`src/rtl/regfile_pkg.sv`:
```
// Shared defaults and select-width helper for the parametrised register file.
package regfile_pkg;

  localparam int DEFAULT_WIDTH = 16;
  localparam int DEFAULT_NREGS = 8;

  // Width needed to select any of n registers; at least one bit.
  function automatic int addr_w(input int n);
    return (n <= 2) ? 1 : $clog2(n);
  endfunction

endpackage

```
`src/rtl/regfile_bypass_decoder.sv`:
```
// Enable-gated one-hot decoder for N outputs; selects at or above N decode to zero.
module decoder_n #(
  parameter int N  = 8,
  parameter int AW = 3
) (
  input  logic [AW-1:0] Addr,
  input  logic          We,
  output logic [N-1:0]  Out
);

  for (genvar gi = 0; gi < N; gi++) begin : g_out
    assign Out[gi] = We && (Addr == AW'(gi));
  end

endmodule

```
`src/rtl/regfile_bypass.sv`:
```
// Register file with one write port, two combinational read ports, optional
// same-cycle write forwarding, optional hard-wired zero r0 and a sticky error flag.
module regfile_bypass
  import regfile_pkg::*;
#(
  parameter int WIDTH   = DEFAULT_WIDTH,
  parameter int NREGS   = DEFAULT_NREGS,
  parameter int ADDR_W  = addr_w(NREGS),
  parameter bit BYPASS  = 1'b1,
  parameter bit ZERO_R0 = 1'b0
) (
  input  logic              clk,
  input  logic              rst,
  input  logic [ADDR_W-1:0] read1RegSel,
  input  logic [ADDR_W-1:0] read2RegSel,
  input  logic [ADDR_W-1:0] writeRegSel,
  input  logic [WIDTH-1:0]  writeData,
  input  logic              write,
  output logic [WIDTH-1:0]  read1Data,
  output logic [WIDTH-1:0]  read2Data,
  output logic              err
);

  // One extra bit so NREGS itself is representable when it is a power of two.
  localparam logic [ADDR_W:0] NREGS_CMP = (ADDR_W + 1)'(NREGS);

  logic [NREGS-1:0][WIDTH-1:0] regs_q, regs_d;
  logic [NREGS-1:0]            dec_out;
  logic [NREGS-1:0]            wr_en;
  logic                        err_q, err_d;
  logic                        wr_in_range;
  logic                        wr_oob;

  assign wr_in_range = {1'b0, writeRegSel} < NREGS_CMP;
  assign wr_oob      = write && !wr_in_range;

  decoder_n #(
    .N  (NREGS),
    .AW (ADDR_W)
  ) u_dec (
    .Addr (writeRegSel),
    .We   (write),
    .Out  (dec_out)
  );

  for (genvar gi = 0; gi < NREGS; gi++) begin : g_reg
    if (ZERO_R0 && gi == 0) begin : g_zero
      assign wr_en[gi] = 1'b0;
    end else begin : g_norm
      assign wr_en[gi] = dec_out[gi];
    end
    assign regs_d[gi] = wr_en[gi] ? writeData : regs_q[gi];
  end

  assign err_d = err_q | wr_oob;

  always_ff @(posedge clk) begin
    if (rst) begin
      regs_q <= '0;
      err_q  <= 1'b0;
    end else begin
      regs_q <= regs_d;
      err_q  <= err_d;
    end
  end

  logic [1:0][ADDR_W-1:0] rd_sel;
  assign rd_sel = {read2RegSel, read1RegSel};

  // Independent mux per read port; forwarding is evaluated per port.
  for (genvar gi = 0; gi < 2; gi++) begin : g_rd
    logic [WIDTH-1:0] data;
    logic             in_range;
    assign in_range = {1'b0, rd_sel[gi]} < NREGS_CMP;

    always_comb begin
      data = '0;
      if (in_range) begin
        data = regs_q[rd_sel[gi]];
        if (BYPASS && write && wr_in_range && (rd_sel[gi] == writeRegSel)) begin
          data = writeData;
        end
      end
      if (ZERO_R0 && rd_sel[gi] == '0) begin
        data = '0;
      end
    end
  end

  assign read1Data = g_rd[0].data;
  assign read2Data = g_rd[1].data;
  assign err       = err_q;

endmodule

```
`config.mk`:
```
export PLATFORM = sky130hd
export DESIGN_NAME = regfile_bypass
export DESIGN_NICKNAME = d
export VERILOG_FILES = /design/src/rtl/regfile_pkg.sv /design/src/rtl/regfile_bypass_decoder.sv /design/src/rtl/regfile_bypass.sv
export SDC_FILE = /design/constraint.sdc
export NUM_CORES = 1
export LEC_CHECK = 0
export ABC_AREA = 1
export BUFFER_PORTS_ARGS = -buffer_cell sky130_fd_sc_hd__buf_2
export CAP_MARGIN = 20
export CORE_MARGIN = 5
export CORE_UTILIZATION = 50
export CTS_BUF_LIST = sky130_fd_sc_hd__clkbuf_4
export CTS_CLUSTER_SIZE = 25
export DETAILED_ROUTE_END_ITERATION = 8
export PLACE_DENSITY_LB_ADDON = 0.15
export REMOVE_ABC_BUFFERS = 1
export SYNTH_ARGS = -nofsm -noshare
export SYNTH_HDL_FRONTEND = slang
export SYNTH_SLANG_ARGS = --single-unit
```
`constraint.sdc`:
```
create_clock -name clk -period 1.4 [get_ports clk]
set_input_delay 0.28 -clock clk [delete_from_list [all_inputs] [get_ports clk]]
set_output_delay 0.28 -clock clk [all_outputs]
set_load 0.02 [all_outputs]
```
Word-level counts from Yosys, hierarchy flattened
Cells that the tools add are included.
{"block": "word_totals", "register_bits": 128, "out_inout_bits": 33, "elab_cells": 36}
{"block": "op_classes", "n_lt_le_gt_ge": 2, "n_eq_ne": 9, "n_mux": 6, "reduce_logical": 11}
{"op": "16-bit binary-select mux with 3-bit select", "count": 2}
{"op": "16-bit 2-to-1 mux", "count": 4}
{"op": "3-bit equality test (second input constant)", "count": 4}
{"op": "1-bit logical AND", "count": 10}
{"op": "3-bit by 4-bit < comparator with 1-bit output (second input constant)", "count": 2}
{"op": "3-bit by 2-bit equality test with 1-bit output (second input constant)", "count": 2}
{"op": "3-bit equality test", "count": 2}
{"op": "3-bit by 1-bit equality test with 1-bit output (second input constant)", "count": 1}
{"op": "3-bit zero test", "count": 1}

Longest topological paths before layout
{"block": "depth", "word_depth": 3, "mapped_depth": 10, "depth_no_buf": 9}

Modules after synthesis
A second synthesis with hierarchy kept.
{"block": "unflattened", "cells_unflattened": 1225, "area_unflattened_um2": 7624.8}
{"module": "regfile_bypass", "instances": 1, "cells_each": 1208, "area_per_inst_um2": 7561.0, "seq_area_each_um2": 2562.5}
{"module": "decoder_n", "instances": 1, "cells_each": 17, "area_per_inst_um2": 63.8, "seq_area_each_um2": 0.0}

Worst setup path after synthesis
No wires, ideal clock.
{"block": "synth_timing", "kind": "input port to output port", "startpoint": "input read1RegSel[1]", "endpoint": "output read1Data[10]", "t_arrival_ns": 1.217, "path_slack_ns": -0.097, "path_stages": 10, "path_buffers": 2, "cell_sequence": "buf_2 > inv_2 > nand2_1 > nand2_2 > nor2_4 > nand2_4 > inv_6 > buf_12 > nand2_2 > nand2_1"}
{"block": "synth_between", "elab_chain_cells": 3, "elab_cells_between_ends": 5}
{"element": "from (decl)", "line_no": "regfile_bypass.sv:14", "rtl": "input logic [ADDR_W-1:0] read1RegSel,"}
{"element": "16-bit binary-select mux with 3-bit select / 3-bit equality test (equally long branches)", "line_no": "regfile_bypass.sv:79, regfile_bypass.sv:80"}
{"element": "16-bit 2-to-1 mux (not written as such) / 1-bit logical AND (equally long branches)", "line_no": "regfile_bypass.sv:79, regfile_bypass.sv:80"}
{"element": "16-bit 2-to-1 mux (*)", "line_no": "regfile_bypass.sv:80", "rtl": "if (BYPASS && write && wr_in_range && (rd_sel[gi] == writeRegSel)) begin"}
{"element": "to (decl)", "line_no": "regfile_bypass.sv:19", "rtl": "output logic [WIDTH-1:0] read1Data,"}
Mark *: on every way between the ends. The rest lies on a longest branch, timed or not. The select of a mux whose other input is x is not followed.

Worst setup path in the final report
{"block": "layout_timing", "startpoint": "register regs_q[43] (netlist name)", "endpoint": "output read2Data[11]"}
{"block": "layout_between", "elab_chain_cells": 3}
{"element": "from (decl)", "line_no": "regfile_bypass.sv:27", "rtl": "logic [NREGS-1:0][WIDTH-1:0] regs_q, regs_d;"}
{"element": "from (signal assigned)", "line_no": "regfile_bypass.sv:62", "rtl": "regs_q <= regs_d;"}
{"element": "16-bit binary-select mux with 3-bit select", "line_no": "regfile_bypass.sv:79", "rtl": "data = regs_q[rd_sel[gi]];"}
{"element": "16-bit 2-to-1 mux (not written as such)", "line_no": "regfile_bypass.sv:79"}
{"element": "16-bit 2-to-1 mux", "line_no": "regfile_bypass.sv:80"}
{"element": "to (decl)", "line_no": "regfile_bypass.sv:20", "rtl": "output logic [WIDTH-1:0] read2Data,"}
Every way passes these cells. The select of a mux whose other input is x is not followed.

==> results.md <==
- Worst reg2reg path depth: 4
- First-pass GRT wire length: 39600 um
- Drt first-iter violations: 880
- Hold WC Path Type: in2reg
- Die area: 0.0179 sq mm
- Clk_lat worst skew: 0.57 ns
- Nets: 1329
- Net Sw Frac: 32.2%
- # setup viols final: 32
- Yosys warns: 0
- Number of antenna violations at the first check in global routing: 1
- Critical path fanouts, max: 3
- Worst setup SP type: flop
- Psw: a little under 0.003 W
- CTS buffer count: 17
- Max FFs per register: 128
- Total power: 0.00896 W
- Htree depth: 4
- Clk sinks: 128
- Port bufs: 59
- Max Fclk: 0.562 GHz
- Dpl hpwl: around 16000 um
- Placed Area: 0.00848 sq mm
- CP startpoint: regs_q[43]$_SDFFE_PP0P_
- Pint: 0.00608 W
- Cells after synthesis: around 1.2k
- GRT Total Usage: about 28%
- Final cell count without fillers: 1503
- Sequential power share: 42.9%
- Kind of critical path: reg2out
- Root Driver: clkbuf_4
- Design area: 0.00995 sq mm
- Hold_sp: writeData[10]
- Largest net degree at the start of global routing: between 40 and 50
- Hold-fix buffers, CTS: 0
- Grt ovf: 0
- GPL Wtd Cong: around 0.9
- Worst EP arrival: 1.50 ns
- DRC violations left: 0
- Failing checks: negative setup slack
- RR Startpoint: regs_q[69]$_SDFFE_PP0P_
- Fin. Hold Viols: 0
- FF+latch count, synth: 128
- Share of post-route cells with drive strength above 1: 45.4%
- Placed Instances: 1426
- Post-synthesis area per instance: 6.30 sq um
- Top Registers: regs_q: 128 flops
- CP Capture Type: primary output
- Routed Antenna Nets: 0
- Mapped Area: 0.00766 sq mm
- Pwr dens: 901 mW/mm^2
- Starting Density: 50.6%
- TritonCTS clock tree: built
- Clock tree buffer depth: 2
- Synth unique cells: 22
- Iteration count of the initial detailed-routing pass: 5
- Leading cell type in the layout, fill and taps excluded: nand2_1
- Hold depth: 3
- Die width: around 130 um
- Hold_ws: approximately 0.036 ns
- Die Span Y: 134 um
- Worst clock skew: 0 ns
- Row Count: 45
- I/O pin count: 61
- Clock power frac: 31.5%
- Biggest register: regs_q
- Run status: finished with violations
- Worst-path clk slew: 0.11 ns
- Pre-CTS setup slack: -0.330 ns
- Register area share after synthesis: 33.4%
- Leak: 4.65 nW
- Via count: 8547
- Vias in the first global route: between 7k and 8k
- Layout area overhead: 29.8%
- Final WL: 26000 um
- VDD IR-drop max: 0.000471 V
- Unrepaired setup endpoints after global routing: true
- Max Cap Violations: 0
- Comb power frac: 25.6%
- Final Worst Setup Slack: -0.380 ns
- Fin crit period: 1.78 ns
- Most frequent cells in the layout: 287 x nand2_1, 149 x nand3_1, 131 x nor2_1
- Avg WL per Cell: roughly 17 um
- Core Box Area: 0.0151 sq mm
- Slew Viols, Final: 0
- Final period utilization: 127%
- Worst endpoint required time: 1.12 ns
- Drt via density: 5.69
-- synth_stat cells --
master,n,share of area (%)
buf_12,1,0.26
nand2_2,13,1.1
nand2_4,2,0.29
nor2_2,4,0.33
dfxtp_1,128,33
nand2_1,338,17
inv_4,1,0.082
clkbuf_1,32,1.6
inv_1,134,6.6
buf_2,50,3.3
buf_6,4,0.59
inv_6,1,0.11
inv_2,5,0.24
nor2_1,131,6.4
buf_1,7,0.34
a211oi_2,7,1.1
nand3_1,223,15
buf_4,12,1.2
a21oi_1,1,0.065
a211oi_1,120,12
nor2_4,1,0.15
conb_1,1,0.049
-- layout make-up --
type / count / area [sq um]
clock inverters: 15 / 174
flip-flops and latches: 128 / 2700
multi-input cells: 841 / 4510
inverters: 141 / 539
well taps: 188 / 235
fillers: 1361 / 5190
repair buffers: 172 / 1660
clock buffers: 17 / 128
diodes: 1 / 2.50
-- power by group through the flow --
| stage | Combinational [W] | Clock [W] | Sequential, W |
|---|---|---|---|
| floorplan | 0.000987 | 0 | 0.00388 |
| global placement | 0.00184 | 0 | 0.00388 |
| detailed placement | 0.00186 | 0 | 0.00389 |
| CTS | 0.00208 | 0.00284 | 0.00384 |
| global route | 0.00247 | 0.00300 | 0.00386 |
| finish | 0.00229 | 0.00282 | 0.00385 |
-- critical path: stages, from the launching register on --
cell and delay, ns:
dfxtp_2 0.33, inv_2 0.08, nand2_1 0.06, nand3_1 0.07, nand3_1 0.10, nand3_2 0.10
nand2_2 0.05, buf_6 0.12
-- stage by stage --
step	TNS [ns]	util, %
after floorplan	-17.75	-
after global placement	-8.60	56.0
after detailed placement	-9.34	56.0
after CTS	-11.11	61.4
after global routing	-13.57	65.7
final	-10.97	65.7
-- path summary, 6_finish.rpt --
kind / end / slack [ns]
setup / recovery: read2Data[11] / -0.38
hold / removal: regs_q[74]$_SDFFE_PP0P_ / 0.04
setup reg to reg: regs_q[69]$_SDFFE_PP0P_ / 0.46
hold reg to reg: regs_q[72]$_SDFFE_PP0P_ / 0.47
-- per-layer routing --
metal  up-vias  GRT usage [%]  routed length [um]
li1       4117              -                   -
met1      3944           38.3               11100
met2       399           43.2               11800
met3        87           5.70                2250
met4         0           10.5                 857
met5         -              0                   0
-- cell families after synthesis --
kind of cell | after synthesis | share of synthesized area, %
and+or+nand+nor | 712 | 39.4
buffers and inverters | 247 | 14.2
AOI/OAI and AO/OA | 128 | 13.0
DFF | 128 | 33.4
other | 1 | 0.0489
-- what timing repair did --
| item | CTS | global route |
|---|---|---|
| gates resized for setup | 261 | 165 |
| buffers inserted | 25 | 19 |
| pin swaps | 112 | 101 |
| setup endpoints to repair | 32 | 32 |
No activity file was read; power rests on OpenSTA's default activity.
